===== src/rtl/register_file_pkg.sv =====
// Shared widths and types for the RISC-V integer register file.
package register_file_pkg;
  localparam int DATA_WIDTH   = 32;
  localparam int NUM_REGS     = 32;
  localparam int ADDR_WIDTH   = 5;
  localparam int NUM_RD_PORTS = 2;

  typedef logic [ADDR_WIDTH-1:0] reg_addr_t;
  typedef logic [DATA_WIDTH-1:0] reg_data_t;
endpackage


===== src/rtl/register_file_read_port.sv =====
// One combinational read port: selects a register, x0 hard-wired to zero.
module reg_read_port
  import register_file_pkg::*;
#(
  parameter int DATA_WIDTH = register_file_pkg::DATA_WIDTH,
  parameter int NUM_REGS   = register_file_pkg::NUM_REGS,
  parameter int ADDR_WIDTH = register_file_pkg::ADDR_WIDTH
) (
  input  logic [NUM_REGS-1:0][DATA_WIDTH-1:0] regs,
  input  logic [ADDR_WIDTH-1:0]               rd_reg,
  output logic [DATA_WIDTH-1:0]               rd_data
);
  // x0 is forced here so it reads zero even before the first reset.
  always_comb begin
    rd_data = regs[rd_reg];
    if (rd_reg == '0) rd_data = '0;
  end
endmodule


===== src/rtl/register_file.sv =====
// RISC-V integer register file: 2 combinational read ports, 1 synchronous write port.
module register_file
  import register_file_pkg::*;
#(
  parameter int DATA_WIDTH = register_file_pkg::DATA_WIDTH,
  parameter int NUM_REGS   = register_file_pkg::NUM_REGS,
  parameter int ADDR_WIDTH = register_file_pkg::ADDR_WIDTH
) (
  input  logic                  clk,
  input  logic                  rst,
  input  logic                  wr_en,
  input  logic [ADDR_WIDTH-1:0] wr_reg,
  input  logic [DATA_WIDTH-1:0] wr_data,
  input  logic [ADDR_WIDTH-1:0] rd_reg_1,
  input  logic [ADDR_WIDTH-1:0] rd_reg_2,
  output logic [DATA_WIDTH-1:0] rd_data_1,
  output logic [DATA_WIDTH-1:0] rd_data_2
);
  logic [NUM_REGS-1:0][DATA_WIDTH-1:0]     regs;
  logic [NUM_RD_PORTS-1:0][ADDR_WIDTH-1:0] rd_reg;
  logic [NUM_RD_PORTS-1:0][DATA_WIDTH-1:0] rd_data;

  // Reset beats a coincident write; writes to x0 are dropped.
  always_ff @(posedge clk) begin
    if (rst) begin
      regs <= '0;
    end else if (wr_en && (wr_reg != '0)) begin
      regs[wr_reg] <= wr_data;
    end
  end

  assign rd_reg = {rd_reg_2, rd_reg_1};

  for (genvar p = 0; p < NUM_RD_PORTS; p++) begin : g_rd
    reg_read_port #(
      .DATA_WIDTH (DATA_WIDTH),
      .NUM_REGS   (NUM_REGS),
      .ADDR_WIDTH (ADDR_WIDTH)
    ) u_rd (
      .regs    (regs),
      .rd_reg  (rd_reg[p]),
      .rd_data (rd_data[p])
    );
  end

  assign rd_data_1 = rd_data[0];
  assign rd_data_2 = rd_data[1];
endmodule


===== config.mk =====
export PLATFORM = sky130hd
export DESIGN_NAME = register_file
export DESIGN_NICKNAME = d
export VERILOG_FILES = /design/src/rtl/register_file_pkg.sv /design/src/rtl/register_file_read_port.sv /design/src/rtl/register_file.sv
export SDC_FILE = /design/constraint.sdc
export NUM_CORES = 2
export LEC_CHECK = 0
export CAP_MARGIN = 20
export CORE_ASPECT_RATIO = 1.4
export CORE_MARGIN = 2
export CORE_UTILIZATION = 65
export DETAILED_ROUTE_END_ITERATION = 12
export GPL_TIMING_DRIVEN = 0
export PLACE_DENSITY = 0.88
export SLEW_MARGIN = 10
export SYNTH_ARGS = -nofsm -noshare
export SYNTH_HDL_FRONTEND = slang
export SYNTH_SLANG_ARGS = --single-unit

===== constraint.sdc =====
create_clock -name clk -period 4.41 [get_ports clk]
set_clock_uncertainty 0.15 [all_clocks]
set_input_delay 0.882 -clock clk [delete_from_list [all_inputs] [get_ports clk]]
set_output_delay 0.882 -clock clk [all_outputs]
set_load 0.01 [all_outputs]

==> results.sh <==
export IMPL_clockPowerShare_pct=43.9
export IMPL_largest_reg_flops=1024
export IMPL_design_core_area_sq_um=78920
export IMPL_final_cells=7185
export IMPL_top_register="regs"
export IMPL_vias_per_cell=7.256
export IMPL_final_layout_size_suffix_gt1_share_pct=16.59
export IMPL_fp_dieH_um=337.7
export IMPL_vias=52130
export IMPL_arrival_ns=3.52
export IMPL_wl_per_cell_um=32.44
export IMPL_worst_setup_path_start_kind="input port"
export IMPL_gp_congestion=1.124
export IMPL_powerDensity_nw_per_um2=354.1
export IMPL_num_rows=122
export IMPL_pin_count=114
export IMPL_cts_buffers=100
export IMPL_syn_num_nets=5880
export IMPL_rsz0062_at_grt="true"
export IMPL_worstPathMaxFanout=10
export IMPL_hp_class="flop to flop"
export IMPL_syn_area_sq_um=51700
export IMPL_outcome="complete, but fails checks"
export IMPL_io_buffers=104
export IMPL_die_area_sq_um=81840
export IMPL_yosysUniqueCellTypes=39
export IMPL_dr_first_iter_drc_count=9460
export IMPL_power_switching_mw=5.761
export IMPL_grt_use_total_pct=55.85
export IMPL_worstPathRequired_ns=3.38
export IMPL_largest_registers="regs x1024"
export IMPL_yosys_warnings=0
export IMPL_firstDrtPassIters=7
export IMPL_final_nets=6093
export IMPL_synth_area_leaders="dfxtp_1, mux4_2, nand2_1"
export IMPL_yosys_area_top_type="dfxtp_1"
export IMPL_yosysMostFrequentCell="nand2_1"
export IMPL_fin_ws_ns=-0.1413
export IMPL_ant_nets=0
export IMPL_initial_utilization_pct=65.51
export IMPL_htree_levels=3
export IMPL_synth_edf_count=0
export IMPL_fmax_ghz=0.2197
export IMPL_syn_avg_cell_area_sq_um=8.868
export IMPL_placed_cells=6989
export IMPL_grt_pass1_vias=49910
export IMPL_cts_root_buffer="clkbuf_16"
export IMPL_p_seq_share_pct=44.8
export IMPL_synth_seq_cells=1024
export IMPL_slew_viol_final=0
export IMPL_synthArstFlopShare_pct=0
export IMPL_drc=0
export IMPL_cts_sinks=1024
export IMPL_synth_top_flop_cell="dfxtp_1"
export IMPL_syn_inst=5830
export IMPL_p_leak_nw=19.35
export IMPL_finalHoldViolations=0
export IMPL_multiInputGateArea_sq_um=29220
export IMPL_die_width_um=242.4
export IMPL_period_needed_ns=4.551
export IMPL_post_route_period_util_pct=103.2
export IMPL_register_area_sq_um=20500
export IMPL_crit_type="input port to output port"
export IMPL_clkTransAtPathRegs_ns=0.07
export IMPL_cts_tree="built"
export IMPL_relSlewSlack_pct=9.913
export IMPL_areaGrowthSynthToFinish_pct=14.19
export IMPL_postCtsHoldBufs=0
export IMPL_tightest_slew_ns=1.351
export IMPL_swShare_pct=27.56
export IMPL_report_final_setup_viol=29
export IMPL_hpwl_um=168100
export IMPL_synthTopCellsByCount="nand2_1, dfxtp_1, a21oi_1"
export IMPL_clk_latency_ns=0.73
export IMPL_vdd_drop_max_uv=498.9
export IMPL_grt_max_degree=16
export IMPL_nFillCells=5758
export IMPL_cts_buffer_depth=3
export IMPL_crit_path_end_kind="output port"
export IMPL_grt_pass1_wl_um=328700
export IMPL_violations="negative setup slack"
export IMPL_share_comb_of_total_power_pct=11.3
export IMPL_final_util_pct=74.81
export IMPL_maxCapViolCount=0
export IMPL_overflow=0
export IMPL_synthDominantCellAreaShare_pct=39.65
export IMPL_intPower_mw=15.14
export IMPL_ys_seq_area_share_pct=39.65
export IMPL_antenna_found_initial=13
export IMPL_routed_wl_um=233100
## worst max-delay path, stage by stage
cell and delay [ns]:
buf_6 0.23, buf_16 0.26, buf_6 0.31, mux4_2 0.54, a22oi_1 0.53, a311oi_2 0.33, dlygate4sd2_1 0.39
## logic make-up (layout without fill, tap and decap cells)
kind of cell / count (synthesis) / after routing / share of synthesized area (%)
AO/OA/AOI/OAI: 1325 / 1325 / 14.38
buffers and inverters: 624 / 917 / 5.552
flip-flops: 1024 / 1024 / 39.65
multiplexers: 672 / 672 / 23.93
other: 0 / 8 / 0
AND/OR/NAND/NOR: 2185 / 2185 / 16.49
## metal layers
layer | share of wire, % | track usage (%) | wire (um)
met5 | 0.021 | 0.05882 | 50
met4 | 13 | 55.10 | 29850
met2 | 42 | 82.56 | 97490
met3 | 16 | 22.90 | 36140
met1 | 30 | 59.94 | 69530
## cell usage in the layout, fill, tap and decap left out, types with 31 or more instances in the layout
master	instances
nor2b_1	69
buf_1	88
buf_2	80
clkbuf_1	310
mux2_2	32
a22oi_1	40
mux4_2	448
o21ai_0	52
a221oi_1	45
clkdlybuf4s50_1	79
nand2_1	2054
dfxtp_1	1024
a221o_1	31
mux2i_1	191
buf_6	39
clkbuf_16	103
buf_4	59
a21oi_1	992
## power by group through the flow
| stage | sequential (mW) | clock, mW | combinational (mW) |
|---|---|---|---|
| final | 9.37 | 9.18 | 2.36 |
| after global routing | 9.37 | 9.35 | 2.32 |
| after CTS | 9.37 | 8.98 | 2.14 |
| after detailed placement | 9.57 | 0 | 2.03 |
| after global placement | 9.57 | 0 | 2.02 |
| after floorplan | 9.55 | 0 | 1.11 |
## repair_timing
action | CTS | global route
pin swaps | 14 | 24
resized for setup | 297 | 103
endpoints found under the setup margin | 64 | 59
buffers inserted | 0 | 5
## worst paths after layout
| check | from | endpoint | cells past startpoint | slack, ns |
|---|---|---|---|---|
| min | regs[200]$_SDFFE_PP0P_ | regs[200]$_SDFFE_PP0P_ | 2 | 0.32 |
| max reg2reg | regs[163]$_SDFFE_PP0P_ | regs[163]$_SDFFE_PP0P_ | 2 | 3.43 |
| min reg2reg | regs[200]$_SDFFE_PP0P_ | regs[200]$_SDFFE_PP0P_ | 2 | 0.32 |
| max | rd_reg_2[1] | rd_data_2[13] | 7 | -0.14 |
## final cells by class
class | instances | share of cell area (%)
well taps | 1054 | 2.234
clock inverters | 35 | 0.7269
repair buffers | 113 | 1.929
flip-flops and latches | 1024 | 34.72
inverters | 2 | 0.01272
diodes | 8 | 0.03391
multi-input cells | 4182 | 49.49
clock buffers | 147 | 5.019
plain buffers | 620 | 5.832
## through the flow
step	setup TNS, ns	worst slack, ns	area [sq um]	total power [mW]	hold slack [ns]
finish	-1.279	-0.1413	59040	20.90	0.3172
global route	-0.06948	-0.04247	59020	21.04	0.3323
CTS	-0.06054	-0.02428	58610	20.49	0.3155
detailed placement	-68.50	-1.737	54070	11.61	0.3065
global placement	-68.83	-1.712	54060	11.59	0.2983
floorplan	0	1.003	51700	10.66	0.2929
(Power assumes the default switching activity.)
